===== src/rtl/pong_pkg.sv =====
// Shared definitions for the pong game blocks: sequencer state encoding and
// timing defaults derived from the system clock frequency.
package pong_pkg;

    // Countdown sequencer states.
    typedef enum logic [1:0] {
        IDLE = 2'd0,
        RUN  = 2'd1,
        HOLD = 2'd2
    } state_t;

    // System clock frequency in Hz.
    localparam int CLK_HZ = 100_000_000;

    // One displayed value per second at the system clock rate.
    localparam int DEFAULT_TICKS_PER_STEP = CLK_HZ;

    // True when a count value is the last nonzero step, so the next decrement ends the countdown.
    function automatic logic is_last_step(input logic [31:0] count_value);
        return (count_value == 32'd1);
    endfunction

endpackage


===== src/rtl/countdown_timer_step_timer.sv =====
// Step prescaler: counts enabled cycles from 0 to TICKS_PER_STEP-1 and flags the
// wrap cycle. The count is preserved while enable is low, so a paused step
// resumes where it left off; clear restarts the step from zero.
module step_timer
    import pong_pkg::*;
#(
    parameter int TICKS_PER_STEP = DEFAULT_TICKS_PER_STEP,
    parameter int TICK_W         = 27
) (
    input  logic clk,
    input  logic reset,
    input  logic clear,
    input  logic enable,
    output logic wrap
);

    localparam logic [TICK_W-1:0] LAST_TICK = TICK_W'(TICKS_PER_STEP - 1);

    logic [TICK_W-1:0] tick_cnt_r;
    logic              at_last_s;

    // Decode the final cycle of a step; only meaningful while counting.
    always_comb begin
        at_last_s = 1'b0;
        wrap      = 1'b0;
        if (tick_cnt_r == LAST_TICK) begin
            at_last_s = 1'b1;
        end else begin
            at_last_s = 1'b0;
        end
        if (enable && at_last_s) begin
            wrap = 1'b1;
        end else begin
            wrap = 1'b0;
        end
    end

    // Cycle counter: restart on reset/clear, advance or wrap when enabled, otherwise freeze.
    always_ff @(posedge clk) begin
        if (reset || clear) begin
            tick_cnt_r <= {TICK_W{1'b0}};
        end else if (enable) begin
            if (at_last_s) begin
                tick_cnt_r <= {TICK_W{1'b0}};
            end else begin
                tick_cnt_r <= tick_cnt_r + TICK_W'(1);
            end
        end else begin
            tick_cnt_r <= tick_cnt_r;
        end
    end

endmodule


===== src/rtl/countdown_timer.sv =====
// Countdown sequencer: on a start event shows START, START-1, ... 0, holding each
// value for TICKS_PER_STEP cycles. Supports hold/resume, abort, optional
// retrigger and one-cycle step/done pulses. All outputs are registered.
module countdown_timer
    import pong_pkg::*;
#(
    parameter int COUNT_W        = 2,
    parameter int START          = 3,
    parameter int TICKS_PER_STEP = DEFAULT_TICKS_PER_STEP,
    parameter int TICK_W         = 27,
    parameter bit RESET_START    = 1'b1,
    parameter bit RETRIGGER      = 1'b0
) (
    input  logic               clk,
    input  logic               reset,
    input  logic               start_tick,
    input  logic               hold,
    input  logic               abort,
    output logic [COUNT_W-1:0] count,
    output logic               active,
    output logic               holding,
    output logic               step_tick,
    output logic               done
);

    localparam logic [COUNT_W-1:0] START_VAL = COUNT_W'(START);
    localparam logic [COUNT_W-1:0] ZERO_VAL  = {COUNT_W{1'b0}};

    state_t state_r;
    logic   start_accept_s;
    logic   timer_clear_s;
    logic   timer_enable_s;
    logic   wrap_s;

    // Decide whether a start request is honoured and how the prescaler should behave this cycle.
    always_comb begin
        start_accept_s = 1'b0;
        timer_clear_s  = 1'b0;
        timer_enable_s = 1'b0;
        if (start_tick && ((state_r == IDLE) || (RETRIGGER == 1'b1))) begin
            start_accept_s = 1'b1;
        end else begin
            start_accept_s = 1'b0;
        end
        if (abort || start_accept_s) begin
            timer_clear_s  = 1'b1;
            timer_enable_s = 1'b0;
        end else if ((state_r == RUN) && !hold) begin
            timer_clear_s  = 1'b0;
            timer_enable_s = 1'b1;
        end else begin
            timer_clear_s  = 1'b0;
            timer_enable_s = 1'b0;
        end
    end

    step_timer #(
        .TICKS_PER_STEP (TICKS_PER_STEP),
        .TICK_W         (TICK_W)
    ) u_step_timer (
        .clk    (clk),
        .reset  (reset),
        .clear  (timer_clear_s),
        .enable (timer_enable_s),
        .wrap   (wrap_s)
    );

    // Sequencer FSM with count register and registered status/pulse outputs.
    always_ff @(posedge clk) begin
        if (reset) begin
            state_r   <= RESET_START ? RUN : IDLE;
            count     <= RESET_START ? START_VAL : ZERO_VAL;
            active    <= RESET_START;
            holding   <= 1'b0;
            step_tick <= 1'b0;
            done      <= 1'b0;
        end else begin
            step_tick <= 1'b0;
            done      <= 1'b0;
            if (abort) begin
                state_r <= IDLE;
                count   <= ZERO_VAL;
                active  <= 1'b0;
                holding <= 1'b0;
            end else if (start_accept_s) begin
                state_r <= hold ? HOLD : RUN;
                count   <= START_VAL;
                active  <= 1'b1;
                holding <= hold;
            end else begin
                case (state_r)
                    IDLE: begin
                        state_r <= IDLE;
                        count   <= ZERO_VAL;
                        active  <= 1'b0;
                        holding <= 1'b0;
                    end
                    RUN: begin
                        if (hold) begin
                            state_r <= HOLD;
                            holding <= 1'b1;
                        end else if (wrap_s) begin
                            count     <= count - COUNT_W'(1);
                            step_tick <= 1'b1;
                            if (is_last_step(32'(count))) begin
                                state_r <= IDLE;
                                active  <= 1'b0;
                                done    <= 1'b1;
                            end else begin
                                state_r <= RUN;
                            end
                        end else begin
                            state_r <= RUN;
                        end
                    end
                    HOLD: begin
                        if (!hold) begin
                            state_r <= RUN;
                            holding <= 1'b0;
                        end else begin
                            state_r <= HOLD;
                        end
                    end
                    default: begin
                        state_r <= IDLE;
                        count   <= ZERO_VAL;
                        active  <= 1'b0;
                        holding <= 1'b0;
                    end
                endcase
            end
        end
    end

endmodule


===== config.mk =====
export PLATFORM = sky130hd
export DESIGN_NAME = countdown_timer
export DESIGN_NICKNAME = d
export VERILOG_FILES = /design/src/rtl/pong_pkg.sv /design/src/rtl/countdown_timer_step_timer.sv /design/src/rtl/countdown_timer.sv
export SDC_FILE = /design/constraint.sdc
export NUM_CORES = 1
export LEC_CHECK = 0
export ABC_CLOCK_PERIOD_IN_PS = 6900
export CAP_MARGIN = 10
export CORE_MARGIN = 5
export CORE_UTILIZATION = 37
export CTS_CLUSTER_DIAMETER = 100
export DETAILED_ROUTE_END_ITERATION = 10
export MAX_ROUTING_LAYER = met4
export PLACE_DENSITY = 0.53
export RECOVER_POWER = 25
export SLEW_MARGIN = 20
export SYNTH_ARGS = -nofsm -noshare
export SYNTH_HDL_FRONTEND = slang
export SYNTH_SLANG_ARGS = --single-unit

===== constraint.sdc =====
create_clock -name clk -period 6.9 [get_ports clk]
set_input_delay 1.38 -clock clk [delete_from_list [all_inputs] [get_ports clk]]
set_output_delay 1.38 -clock clk [all_outputs]
set_load 0.05 [all_outputs]

==> results of run 1 <==
==> state kept, by name (all words and copies together) (netlist names) <==
signal,count
count,2
state_r,2
u_step_timer.tick_cnt_r,27
done,1
step_tick,1
holding,1
active,1
==> through the flow <==
stage               hold WS [ns]  cells  instance area, µm²  worst slack (ns)  power, mW
floorplan                  0.468    213                1800              3.80      0.246
global placement           0.501    283                1930              2.53      0.259
detailed placement         0.495    283                1930              2.45      0.258
CTS                        0.503    291                2010              2.74      0.401
global route               0.521    291                1990              2.03      0.416
finish                     0.500    291                1990              2.29      0.395
==> report_power, final <==
group          switching, mW  internal (mW)  total [mW]  leakage (nW)
clock                 0.0718         0.0708       0.143        0.0422
combinational         0.0292         0.0157      0.0449         0.291
sequential           0.00232          0.206       0.208         0.283
==> worst paths after layout <==
check	start	endpoint	cells after the start
worst max-delay path	abort	u_step_timer.tick_cnt_r[15]	6
worst min-delay path	u_step_timer.tick_cnt_r[1]	u_step_timer.tick_cnt_r[1]	2
worst max register to register	state_r[1]	u_step_timer.tick_cnt_r[15]	7
worst min register to register	u_step_timer.tick_cnt_r[1]	u_step_timer.tick_cnt_r[1]	2
==> layer usage <==
metal,track usage,up-vias,part of all wire
li1,-,759,-
met1,0.170,681,0.51
met3,0.0372,2,0.031
met5,-,-,0
met4,0.0456,0,0.0056
met2,0.195,19,0.45
==> worst max-delay path, stage by stage <==
cell and delay (ns):
dlygate4sd3_1 0.67, or3b_1 0.47, or3_1 0.45, nor4b_1 0.81, or4_1 0.82, nor2_1 0.13
==> cell type report <==
class | count | area, µm² | area share
inverters | 15 | 56.3 | 0.0282
flip-flops and latches | 35 | 701 | 0.352
well taps | 67 | 83.8 | 0.0421
clock buffers | 7 | 76.3 | 0.0383
clock inverters | 1 | 5.00 | 0.00251
multi-input cells | 156 | 971 | 0.487
repair buffers | 10 | 100 | 0.0502
==> logic make-up after synthesis <==
group | Yosys count | synth area share
simple gates | 105 | 0.311
flops | 35 | 0.389
xor+xnor | 25 | 0.122
buf+inv | 22 | 0.0626
compound gates | 21 | 0.0807
fa+ha+maj | 5 | 0.0348
==> layout by cell type, fill, tap and decap left out, types with 4 or more instances in the layout <==
master and n:
ha_1 5, dlygate4sd3_1 7, nor4_1 10, nand2_1 16, nor2_1 33, xor2_1 5, inv_1 15, nor3_1 8
xnor2_1 20, clkbuf_8 5, and3_1 4, nand3_1 8, nand4_1 7, dfxtp_1 35, a21oi_1 7
==> reports/summary.txt, run 1 <==
Clk root buf = clkbuf_8
Grt ovf = 0
Hold WC Path Type = reg2reg
Number of port buffers = 10
Max FO, Critical Path = 27
Minimum clock period = 4.61 ns
Synth warn = 0
Final wirelength = 3780 µm
Initial cell density of the core = 0.381
DPL Wire Length = 2710 µm
Clock Path Buffers = 2
Layout cells sized above 1 = 0.0446
Unrepaired setup endpoints after global routing = no
Routed len/inst = 13.0 µm
Drt via density = 5.02
Asr flop ratio synth = 0
Synthesized area per cell = 8.45 µm²
Final hold viol count = 0
Distinct cell type count after synthesis = 36
Final Util = 0.422
Top cells by area, synth = dfxtp_1 (39%), xnor2_1 (9.7%), nor2_1 (6.9%)
CP Capture Type = register
Period utilization = 0.668
Die width = 79.7 µm
Critical Path RT = 7.04 ns
Setup Skew = 0.00713 ns
Initial DRC count = 81
Diode count = 0
Post-CTS Setup Repair Bufs = 0
Routed Antenna Nets = 0
Syn_nets = 223
DRT Pass-1 Iters = 4
Height of the die = 79.7 µm
Cts-stage hold buffer count = 0
Num CTS Buffers = 5
Reg-to-reg slack, setup = 3.50 ns
Count leader, synth = dfxtp_1
Seq/Total Area, Yosys = 0.389
Top cell types by occurrence after synthesis = dfxtp_1 (35), nor2_1 (33), xnor2_1 (20)
Worst Max-Slew Pin Slew = 0.936 ns
Cell area after synthesis = 1800 µm²
Largest net degree at the start of global routing = 28
Largest area contributor in the netlist = dfxtp_1
First-pass GRT wire length = 6400 µm
Most used DFF post-synth = dfxtp_1
Antenna violations before repair = 0
Number of global-route vias before repair = 1372
CTS tree = yes
Via count = 1461
Resize count post-CTS = 0
Slew Viols, Final = 0
Num Clock Sinks = 35
Row cnt = 25
PD cells = 198 nW/µm²
Startpoint types = primary input
Worst-path clk slew = 0.07 ns
P&R area growth vs syn = 10.8%
FMAX = 217 MHz
Synthesis-stage register bit count = 35
DRC violations left = 0
Final Wtd Congestion = 0.805
Area of the die = 6360 µm²
Leakage = 0.617 nW
Maximum capacitance violations = 0
IO Pins = 11
Core Region = 4720 µm²
Post-synth EDFFs = 0
Global Route Usage Sum = 0.131
WP data arrival = 4.75 ns
Maximum vdd drop = 0.0000765 V
Worst-Skew Late Latency = 0.29 ns
Total Nets Final = 233
Status = finished clean
Max H-tree Level = 2
Fin Setup TNS = 0 ns
Setup violators final = 0
Slew Limit Headroom = 0.367
Fill count = 498
Cells after Synth = 213
Kind of critical path = in2reg
Top cell type's share of synthesized area = 0.389
No activity file was read; power rests on OpenSTA's default activity.
==> run 2: changes to the inputs <==
Settings changed: ABC_CLOCK_PERIOD_IN_PS 6900 to 4600.
Clock period 6.9 ns to 4.6 ns, I/O delays scaled along.
==> run 2 against run 1 <==
  * Register-to-register slack got worse by 1.7 ns
  * Worst setup slack got worse by 1.2 ns
  * Non-clock buffer count is 1 higher
  * Clock power grew 48%
  * Clock-buffer cell count is the same
  * Die area stayed put
==> reports/summary.txt, run 2 (synthesis results as in run 1) <==
Status = finished clean
Leakage = 0.644 nW (+4.4%)
Final Wtd Congestion = 0.802 (-0.43%)
Fill count = 516 (+3.6%)
Routed len/inst = 12.5 µm (-3.4%)
DRC violations left = 0 (unchanged)
Max FO, Critical Path = 17 (-37%)
Worst-path clk slew = 0.07 ns (about the same)
CP delay by family, top = simple AND/OR/NAND/NOR gates
Commonest non-fill, non-tap cell in the layout = dfxtp_1
Minimum clock period = 3.54 ns
Commonest non-fill, non-tap cells in the layout = dfxtp_1 (35), nor2_1 (33), xnor2_1 (20), nand2_1 (16), inv_1 (15)
Worst hold margin = 0.517 ns (+0.0170 ns)
Global Route Usage Sum = 0.131 (about the same)
Crit. path cell count = 7 (+1)
CP Capture Type = register
FMAX = 283 MHz
Grt ovf = 0 (unchanged)
Num Clock Sinks = 35 (unchanged)
Final wirelength = 3660 µm (-3.1%)
CTS tree = yes
Setup violators final = 0 (unchanged)
Worst reg2reg startpoint = state_r[1]
Die width = 79.7 µm (unchanged)
Slew Limit Headroom = 0.511 (+0.144)
Cell Chain, Critical Path = dlygate4sd3_1 > or3b_1 > or3_1 > nor4b_4 > or4_1 > buf_4 > nor2_1
Num CTS Buffers = 5 (unchanged)
Number of port buffers = 10 (unchanged)
Slew Viols, Final = 0 (unchanged)
Resize count post-CTS = 0 (unchanged)
Cts-stage hold buffer count = 0 (unchanged)
Post-Route M1 WL = 1910 µm (-1.2%)
WP data arrival = 3.71 ns (-1.04 ns)
Most flops, register = u_step_timer.tick_cnt_r
Length of routed met2 wiring = 1630 µm (-4.3%)
PD cells = 293 nW/µm² (+48%)
Routed Antenna Nets = 0 (unchanged)
Height of the die = 79.7 µm (unchanged)
Worst R2R Path Depth = 8 (+1)
Initial DRC count = 60 (-26%)
Diode count = 0 (unchanged)
P&R area growth vs syn = 12.0%
Reg-to-reg slack, setup = 1.76 ns (-1.74 ns)
Critical Path RT = 4.77 ns (-2.27 ns)
Top sig layer = met4
Core Region = 4720 µm² (unchanged)
Critical R2R Capture = u_step_timer.tick_cnt_r[23]
Critical path's slowest cell = dlygate4sd3_1
Hold WC Path Type = reg2reg
Hold Path Cell Cnt = 2 (unchanged)
Worst setup path end = u_step_timer.tick_cnt_r[23]
Fin Setup TNS = 0 ns (unchanged)
Maximum vdd drop = 0.000164 V (+110%)
Max H-tree Level = 2 (unchanged)
Layout cells sized above 1 = 0.0489 (+0.00425)
Final hold viol count = 0 (unchanged)
Clock Path Buffers = 2 (unchanged)
Startpoint types = primary input
Worst-Skew Late Latency = 0.28 ns (about the same)
Area of the die = 6360 µm² (unchanged)
Post-CTS Setup Repair Bufs = 0 (unchanged)
Maximum capacitance violations = 0 (unchanged)
Initial cell density of the core = 0.381 (unchanged)
First-pass GRT wire length = 6420 µm (+0.42%)
Top flop regs = u_step_timer.tick_cnt_r: 27 flops, count: 2 flops, state_r: 2 flops
DRT Pass-1 Iters = 5 (+1)
Setup Skew = 0.00330 ns (-0.00383 ns)
Unrepaired setup endpoints after global routing = no
IO Pins = 11 (unchanged)
Antenna violations before repair = 0 (unchanged)
Largest register FFs = 27 (unchanged)
Routed length on met3 = 95 µm (-18%)
Critical path origin = abort
Drt via density = 4.88 (-2.9%)
Kind of critical path = in2reg
Buf/Inv on CP = 2 (+1)
Clk root buf = clkbuf_8
CP max stage delay = 0.67 ns (-0.15 ns)
Via count = 1424 (-2.5%)
Row cnt = 25 (unchanged)
Period utilization = 0.769
Worst Max-Slew Pin Slew = 0.727 ns (-0.210 ns)
Total Nets Final = 234 (+0.43%)
Largest net degree at the start of global routing = 18 (-36%)
DPL Wire Length = 2680 µm (-0.84%)
Number of global-route vias before repair = 1390 (+1.3%)
## run 2: worst min path at each step
| stage | from | to | slack [ns] |
|---|---|---|---|
| after global placement | u_step_timer.tick_cnt_r[2] | u_step_timer.tick_cnt_r[2] | 0.50 |
| after floorplan | u_step_timer.tick_cnt_r[1] | u_step_timer.tick_cnt_r[1] | 0.47 |
| after CTS | u_step_timer.tick_cnt_r[2] | u_step_timer.tick_cnt_r[2] | 0.52 |
| after global routing | u_step_timer.tick_cnt_r[1] | u_step_timer.tick_cnt_r[1] | 0.57 |
| final | u_step_timer.tick_cnt_r[2] | u_step_timer.tick_cnt_r[2] | 0.52 |
| after detailed placement | u_step_timer.tick_cnt_r[2] | u_step_timer.tick_cnt_r[2] | 0.50 |
## run 2: power by group
group / internal, mW / switching [mW]
logic: 0.0239 / 0.0438
registers: 0.308 / 0.00320
clock network: 0.106 / 0.105
## run 2: cell type report
| type | instances | area [µm²] | area share |
|---|---|---|---|
| Clock buffer | 7 | 76.3 | 0.0379 |
| Multi-Input combinational cell | 156 | 986 | 0.489 |
| Timing Repair Buffer | 11 | 108 | 0.0534 |
| Clock inverter | 1 | 5.00 | 0.00248 |
| Sequential cell | 35 | 701 | 0.348 |
| Inverter | 15 | 56.3 | 0.0279 |
| Tap cell | 67 | 83.8 | 0.0416 |
## run 2: metal layers
metal	vias up	track usage
li1	760	-
met1	647	0.175
met2	15	0.194
met3	2	0.0339
met4	0	0.0405
met5	-	-
## run 2: worst register-to-register path, cell delays in order, from the launching register on
cell and delay (ns):
dfxtp_1 0.32, inv_1 0.07, ha_1 0.30, a21bo_1 0.34, or3_1 0.52, nor4b_4 0.41, or4_1 0.40, buf_4 0.29
nor2_1 0.08
## run 2: metrics by stage
step | setup slack [ns] | power [mW] | instance area [µm²] | utilization | cells
floorplan | 1.96 | 0.369 | 1800 | - | 213
global placement | 0.903 | 0.388 | 1930 | 0.410 | 284
detailed placement | 0.842 | 0.388 | 1930 | 0.410 | 284
CTS | 1.13 | 0.602 | 2020 | 0.427 | 292
global route | 0.895 | 0.620 | 2020 | 0.427 | 292
finish | 1.06 | 0.590 | 2020 | 0.427 | 292
